==> config.mk <==
export PLATFORM = sky130hd
export DESIGN_NAME = serial_adder
export DESIGN_NICKNAME = d
export VERILOG_FILES = /design/src/rtl/serial_adder_pkg.sv /design/src/rtl/serial_adder_fa.sv /design/src/rtl/serial_adder.sv
export SDC_FILE = /design/constraint.sdc
export NUM_CORES = 1
export LEC_CHECK = 0
export ABC_AREA = 1
export ABC_CLOCK_PERIOD_IN_PS = 2550
export BUFFER_PORTS_ARGS = -buffer_cell sky130_fd_sc_hd__buf_4
export CAP_MARGIN = 10
export CORE_MARGIN = 2
export CORE_UTILIZATION = 55
export CTS_BUF_LIST = sky130_fd_sc_hd__clkbuf_8
export DETAILED_ROUTE_END_ITERATION = 10
export PLACE_DENSITY = 0.77
export SKIP_LAST_GASP = 1
export SLEW_MARGIN = 20
export SYNTH_ARGS = -nofsm -noshare
export SYNTH_HDL_FRONTEND = slang
export SYNTH_SLANG_ARGS = --single-unit
==> constraint.sdc <==
create_clock -name Clk -period 2.55 [get_ports Clk]
set_input_delay 0.3825 -clock Clk [delete_from_list [all_inputs] [get_ports Clk]]
set_output_delay 0.3825 -clock Clk [all_outputs]
set_load 0.1 [all_outputs]
==> src/rtl/serial_adder_pkg.sv <==
// serial_adder_pkg
//   Shared types and constants for the bit-serial adder.
//   state_e       : FSM state encoding (IDLE, ADD, DONE)
//   DEFAULT_WIDTH : default operand/result width in bits
package serial_adder_pkg;

  typedef enum logic [1:0] {
    IDLE = 2'b00,
    ADD  = 2'b01,
    DONE = 2'b10
  } state_e;

  localparam int unsigned DEFAULT_WIDTH = 8;

endpackage

==> src/rtl/serial_adder_fa.sv <==
// serial_adder_fa
//   Single-bit full-adder cell; purely combinational.
//   A, B, Cin : input bits
//   Sum       : A ^ B ^ Cin
//   Cout      : majority(A, B, Cin)
module serial_adder_fa (
  input  logic A,
  input  logic B,
  input  logic Cin,
  output logic Sum,
  output logic Cout
);

  assign Sum  = A ^ B ^ Cin;
  assign Cout = (A & B) | (Cin & (A ^ B));

endmodule

==> src/rtl/serial_adder.sv <==
// serial_adder
//   Bit-serial WIDTH-bit adder: one full-adder cell, LSB first, carry held
//   in a flop between cycles. Result registers update only on entry to DONE.
//   Clk      : rising-edge clock
//   Reset    : synchronous active-high reset
//   Start    : begin an addition (sampled in IDLE or DONE only)
//   A, B     : operands, captured when Start is accepted
//   Cin      : carry-in, captured when Start is accepted
//   Busy     : high while in ADD
//   Done     : one-cycle pulse when Sum/Cout/Overflow become valid
//   Sum      : registered result, held until the next completion
//   Cout     : carry out of the MSB
//   Overflow : two's-complement overflow (carry into MSB ^ Cout)
module serial_adder
  import serial_adder_pkg::*;
#(
  parameter int unsigned WIDTH = DEFAULT_WIDTH
) (
  input  logic             Clk,
  input  logic             Reset,
  input  logic             Start,
  input  logic [WIDTH-1:0] A,
  input  logic [WIDTH-1:0] B,
  input  logic             Cin,
  output logic             Busy,
  output logic             Done,
  output logic [WIDTH-1:0] Sum,
  output logic             Cout,
  output logic             Overflow
);

  localparam int unsigned CW = $clog2(WIDTH);
  localparam logic [CW-1:0] CNT_MSB  = CW'(WIDTH - 2);
  localparam logic [CW-1:0] CNT_LAST = CW'(WIDTH - 1);

  state_e           state_q, state_d;
  logic [WIDTH-1:0] a_sh_q,  a_sh_d;
  logic [WIDTH-1:0] b_sh_q,  b_sh_d;
  logic [WIDTH-1:0] acc_q,   acc_d;
  logic             carry_q, carry_d;
  logic             cmsb_q,  cmsb_d;
  logic [CW-1:0]    cnt_q,   cnt_d;
  logic             busy_q,  busy_d;
  logic             done_q,  done_d;
  logic [WIDTH-1:0] sum_q,   sum_d;
  logic             cout_q,  cout_d;
  logic             ovf_q,   ovf_d;

  logic fa_sum;
  logic fa_cout;

  serial_adder_fa u_fa (
    .A    (a_sh_q[0]),
    .B    (b_sh_q[0]),
    .Cin  (carry_q),
    .Sum  (fa_sum),
    .Cout (fa_cout)
  );

  always_comb begin
    state_d = state_q;
    a_sh_d  = a_sh_q;
    b_sh_d  = b_sh_q;
    acc_d   = acc_q;
    carry_d = carry_q;
    cmsb_d  = cmsb_q;
    cnt_d   = cnt_q;
    sum_d   = sum_q;
    cout_d  = cout_q;
    ovf_d   = ovf_q;

    unique case (state_q)
      IDLE, DONE: begin
        if (Start) begin
          a_sh_d  = A;
          b_sh_d  = B;
          carry_d = Cin;
          cnt_d   = '0;
          state_d = ADD;
        end else begin
          state_d = IDLE;
        end
      end
      ADD: begin
        a_sh_d  = a_sh_q >> 1;
        b_sh_d  = b_sh_q >> 1;
        acc_d   = {fa_sum, acc_q[WIDTH-1:1]};
        carry_d = fa_cout;
        // Carry out of bit WIDTH-2 is the carry into the MSB.
        if (cnt_q == CNT_MSB) begin
          cmsb_d = fa_cout;
        end
        if (cnt_q == CNT_LAST) begin
          state_d = DONE;
          sum_d   = acc_d;
          cout_d  = fa_cout;
          ovf_d   = cmsb_q ^ fa_cout;
        end else begin
          cnt_d = cnt_q + 1'b1;
        end
      end
      default: state_d = IDLE;
    endcase

    // Status outputs are registered from the next state.
    busy_d = (state_d == ADD);
    done_d = (state_d == DONE);
  end

  always_ff @(posedge Clk) begin
    if (Reset) begin
      state_q <= IDLE;
      a_sh_q  <= '0;
      b_sh_q  <= '0;
      acc_q   <= '0;
      carry_q <= 1'b0;
      cmsb_q  <= 1'b0;
      cnt_q   <= '0;
      busy_q  <= 1'b0;
      done_q  <= 1'b0;
      sum_q   <= '0;
      cout_q  <= 1'b0;
      ovf_q   <= 1'b0;
    end else begin
      state_q <= state_d;
      a_sh_q  <= a_sh_d;
      b_sh_q  <= b_sh_d;
      acc_q   <= acc_d;
      carry_q <= carry_d;
      cmsb_q  <= cmsb_d;
      cnt_q   <= cnt_d;
      busy_q  <= busy_d;
      done_q  <= done_d;
      sum_q   <= sum_d;
      cout_q  <= cout_d;
      ovf_q   <= ovf_d;
    end
  end

  assign Busy     = busy_q;
  assign Done     = done_q;
  assign Sum      = sum_q;
  assign Cout     = cout_q;
  assign Overflow = ovf_q;

endmodule

==> summary.md <==
| Metric | Value |
|---|---|
| Top delay family on crit path | flip-flops |
| Met3 wire length | between 150 and 200 µm |
| Worst VDD drop | 0.672 mV |
| Core area | ~0.0034 mm² |
| GRT Total Usage | between 10% and 20% |
| Mux cell area share after synthesis | 0% |
| Clock root cell | clkbuf_8 |
| Fin. max-slew vios | 0 |
| Asr flop ratio synth | 0% |
| Tcrit/Tclk final | 61.4% |
| R2R depth | 6 |
| Slowest cell on the critical path | dfxtp_1 |
| Flops & latches, synth | 42 |
| Synth Flop Type | dfxtp_1 |
| Initial antenna violation count | 0 |
| Place WS | ~1000 ps |
| Clk slew on worst S/H paths | 80 ps |
| Critical path cell sequence | buf_4 -> inv_8 -> nand2_8 -> nand2_8 -> nor2_1 -> nor3_2 |
| Hold Path End | b_sh_q[7]$_SDFFE_PP0P_ |
| Die W | 64.1 µm |
| DRT antenna net count | 0 |
| Worst reg2reg startpoint | state_q[0]$_SDFF_PP0_ |
| Global-route wire length before repair | 6340 µm |
| Commonest non-fill, non-tap cell in the layout | nor2_1 |
| Yosys warning total | 0 |
| DRC violations left | 0 |
| Synth Area in Simple Gates | 36.7% |
| Hold path startpoint | Reset |
| Power Dens Cells | around 650 mW/mm² |
| Max Freq | 0.638 GHz |
| Worst setup margin | 983 ps |
| TritonRoute pass-1 iters | 4 |
| M1 WL | 1700 µm |
| Largest net degree at the start of global routing | 37 |
| Final wirelength | 3510 µm |
| Clock latency on the worst-skew pair | 290 ps |
| Utilization after layout | 67.3% |
| Initial DRC count | 75 |
| PortBufs | 31 |
| Register area share after synthesis | between 40% and 50% |
| Final worst path period need | 1570 ps |
| Via count of the first global-routing pass | ~1400 |
| Area delta synth->final | 15.6% |
| Post-CTS Setup Bufs | 0 |
| Post-synth top area share | ~42% |
| Worst reg2reg endpoint | a_sh_q[1]$_SDFFE_PP0P_ |
| Number of clock sinks | 42 |
| Most frequent cells in the layout | 48 x nor2_1, 42 x dfxtp_1, 32 x buf_4 |
| Ports | 32 |
| Post-DP HPWL | between 2000 and 2500 µm |
| Leak pwr | 1.02 nW |
| Flop pwr share | 49.5% |
| Slew headroom | between 60 and 70% |
| Outcome | completed |
| Post-Syn Nets | 262 |
| CTS max path bufs | 2 |
| Unique masters post-synth | 24 |
| Met2 Wirelength | 1570 µm |
| Maximum fanout along the worst path | 25 |
| Via density | 4.89 |
| DR WL/cell | between 10 and 15 µm |
| Internal | between 1 and 1.5 mW |
| Total grt overflow | 0 |
| Worst setup startpoint | state_q[0]$_SDFF_PP0_ |
| Slew @ Worst Pin | 526 ps |
| Initial Utilization | between 50% and 60% |
| Gpl congestion | about 0.75 |
| Compound-Gate Fraction of Synth Area | a little over 7% |
| Gate Count Post-Synth | 238 |
| R2r setup slk | 980 ps |
| Layout Nets | just under 300 |
| Worst setup EP type | register |
| Crit path required time | approximately 2700 ps |
| Final TNS setup | 0 ps |
| Post_cts resized | 0 |
| Yosys top cell by area | dfxtp_1 |
| Clock Power Share | between 30% and 40% |
| CTS Hold Bufs | 0 |
| CP peak stage delay | between 500 and 600 ps |
| Highest Signal Layer | met4 |
| Largest family of logic cells by synthesized area | simple AND/OR/NAND/NOR gates |
| Post-Synth Adder-Cell Area | between 2 and 3% |
| Die Span Y | ~64 µm |
| Final setup fails | 0 |
| Hold depth | 2 |
| Post-synth EDFFs | 0 |
| Worst min path class | primary input to register |
| Final clock skew | 3.80 ps |
| CP bufs+invs | 2 |
| Switching share of power | 27.0% |
| Crit start category | register |
| CTS tree | built |
| Largest cells by area after synthesis | dfxtp_1 42%, nor2_1 9.1%, nor2_4 6.8%, nor3_2 6.5%, nand3_1 5.8% |
| Crit path arrival time | around 1800 ps |
| Fillers | 299 |
| Xor/xnor share of the synthesized area | 0.441% |
| RSZ-0062 raised after global routing | false |
| Max-capacitance violation count | 0 |
| Syn Std Cell Area | just under 0.002 mm² |
| Die area | 0.00411 mm² |
| Fin. Hold Viols | 0 |
| Mapped Avg Cell Area | 8.35 µm² |
| Crit Path Category | register to register |
| Row cnt | 21 |
| Share of post-route cells with drive strength above 1 | between 20% and 30% |
| Via count | about 1500 |
| H-tree depth | 2 |
| Most frequent CP cell | nand2_8 |
| Net load switching power | 0.400 mW |
| Gate power share | 15.8% |
| Antenna diodes | 0 |
| CTS Buf Count | 5 |
==> routing by layer <==
metal  GRT usage (%)  up-vias
li1                -      808
met1            26.4      685
met2            30.5       37
met3            5.46        6
met4            8.78        0
met5               0        -
==> how the worst max path moves through the flow <==
stage                     cells past startpoint  slack [ps]                      to
after floorplan                               6        1240   cnt_q[2]$_SDFFE_PP0P_
after global placement                        6        1030  a_sh_q[0]$_SDFFE_PP0P_
after detailed placement                      6        1000  a_sh_q[0]$_SDFFE_PP0P_
after CTS                                     6         990  a_sh_q[0]$_SDFFE_PP0P_
after global routing                          6         870  a_sh_q[2]$_SDFFE_PP0P_
final                                         6         980  a_sh_q[1]$_SDFFE_PP0P_
==> metrics by stage <==
stage / cell area, µm² / hold slack [ps] / total power [mW] / std cells
final: 2300 / 291 / 1.48 / 314
after global routing: 2300 / 287 / 1.56 / 314
after floorplan: 1990 / 441 / 0.943 / 238
after CTS: 2300 / 280 / 1.49 / 314
after detailed placement: 2190 / 467 / 0.984 / 306
after global placement: 2190 / 463 / 0.981 / 306
==> power groups by stage <==
stage / Combinational (mW) / Clock [mW] / Sequential [mW]
2_1_floorplan: 0.192 / 0 / 0.750
3_3_place_gp: 0.232 / 0 / 0.749
3_5_place_dp: 0.235 / 0 / 0.750
4_1_cts: 0.237 / 0.524 / 0.734
5_1_grt: 0.265 / 0.553 / 0.741
6_report: 0.234 / 0.515 / 0.734
==> layout make-up <==
type	count	area (µm²)	area share, %
flip-flops and latches	42	841	36.6
clock inverters	3	40.0	1.74
inverters	28	115	5.01
multi-input cells	158	936	40.7
clock buffers	5	68.8	2.99
well taps	46	57.6	2.50
repair buffers	32	240	10.5
==> kinds of logic after synthesis <==
logic type,after synthesis
xor+xnor,1
simple gates,125
flops,42
buf+inv,38
compound gates,28
fa+ha+maj,4
==> sequential cells by signal (all words and copies together) (netlist names), 2 cells and up <==
name	flops
Sum	8
cnt_q	3
b_sh_q	8
a_sh_q	8
state_q	2
acc_q	7
==> synthesized netlist by cell type, types with 2 or more instances <==
cell type,number
nor2_4,12
o21ai_0,15
inv_1,25
nand3_1,23
o21ai_1,3
nand2_2,2
ha_1,3
nand2_1,21
buf_6,5
buf_2,3
nor3_1,2
a21oi_1,10
nand2_8,3
dfxtp_1,42
nor3_2,13
nor2_1,48
(Power assumes the default switching activity.)
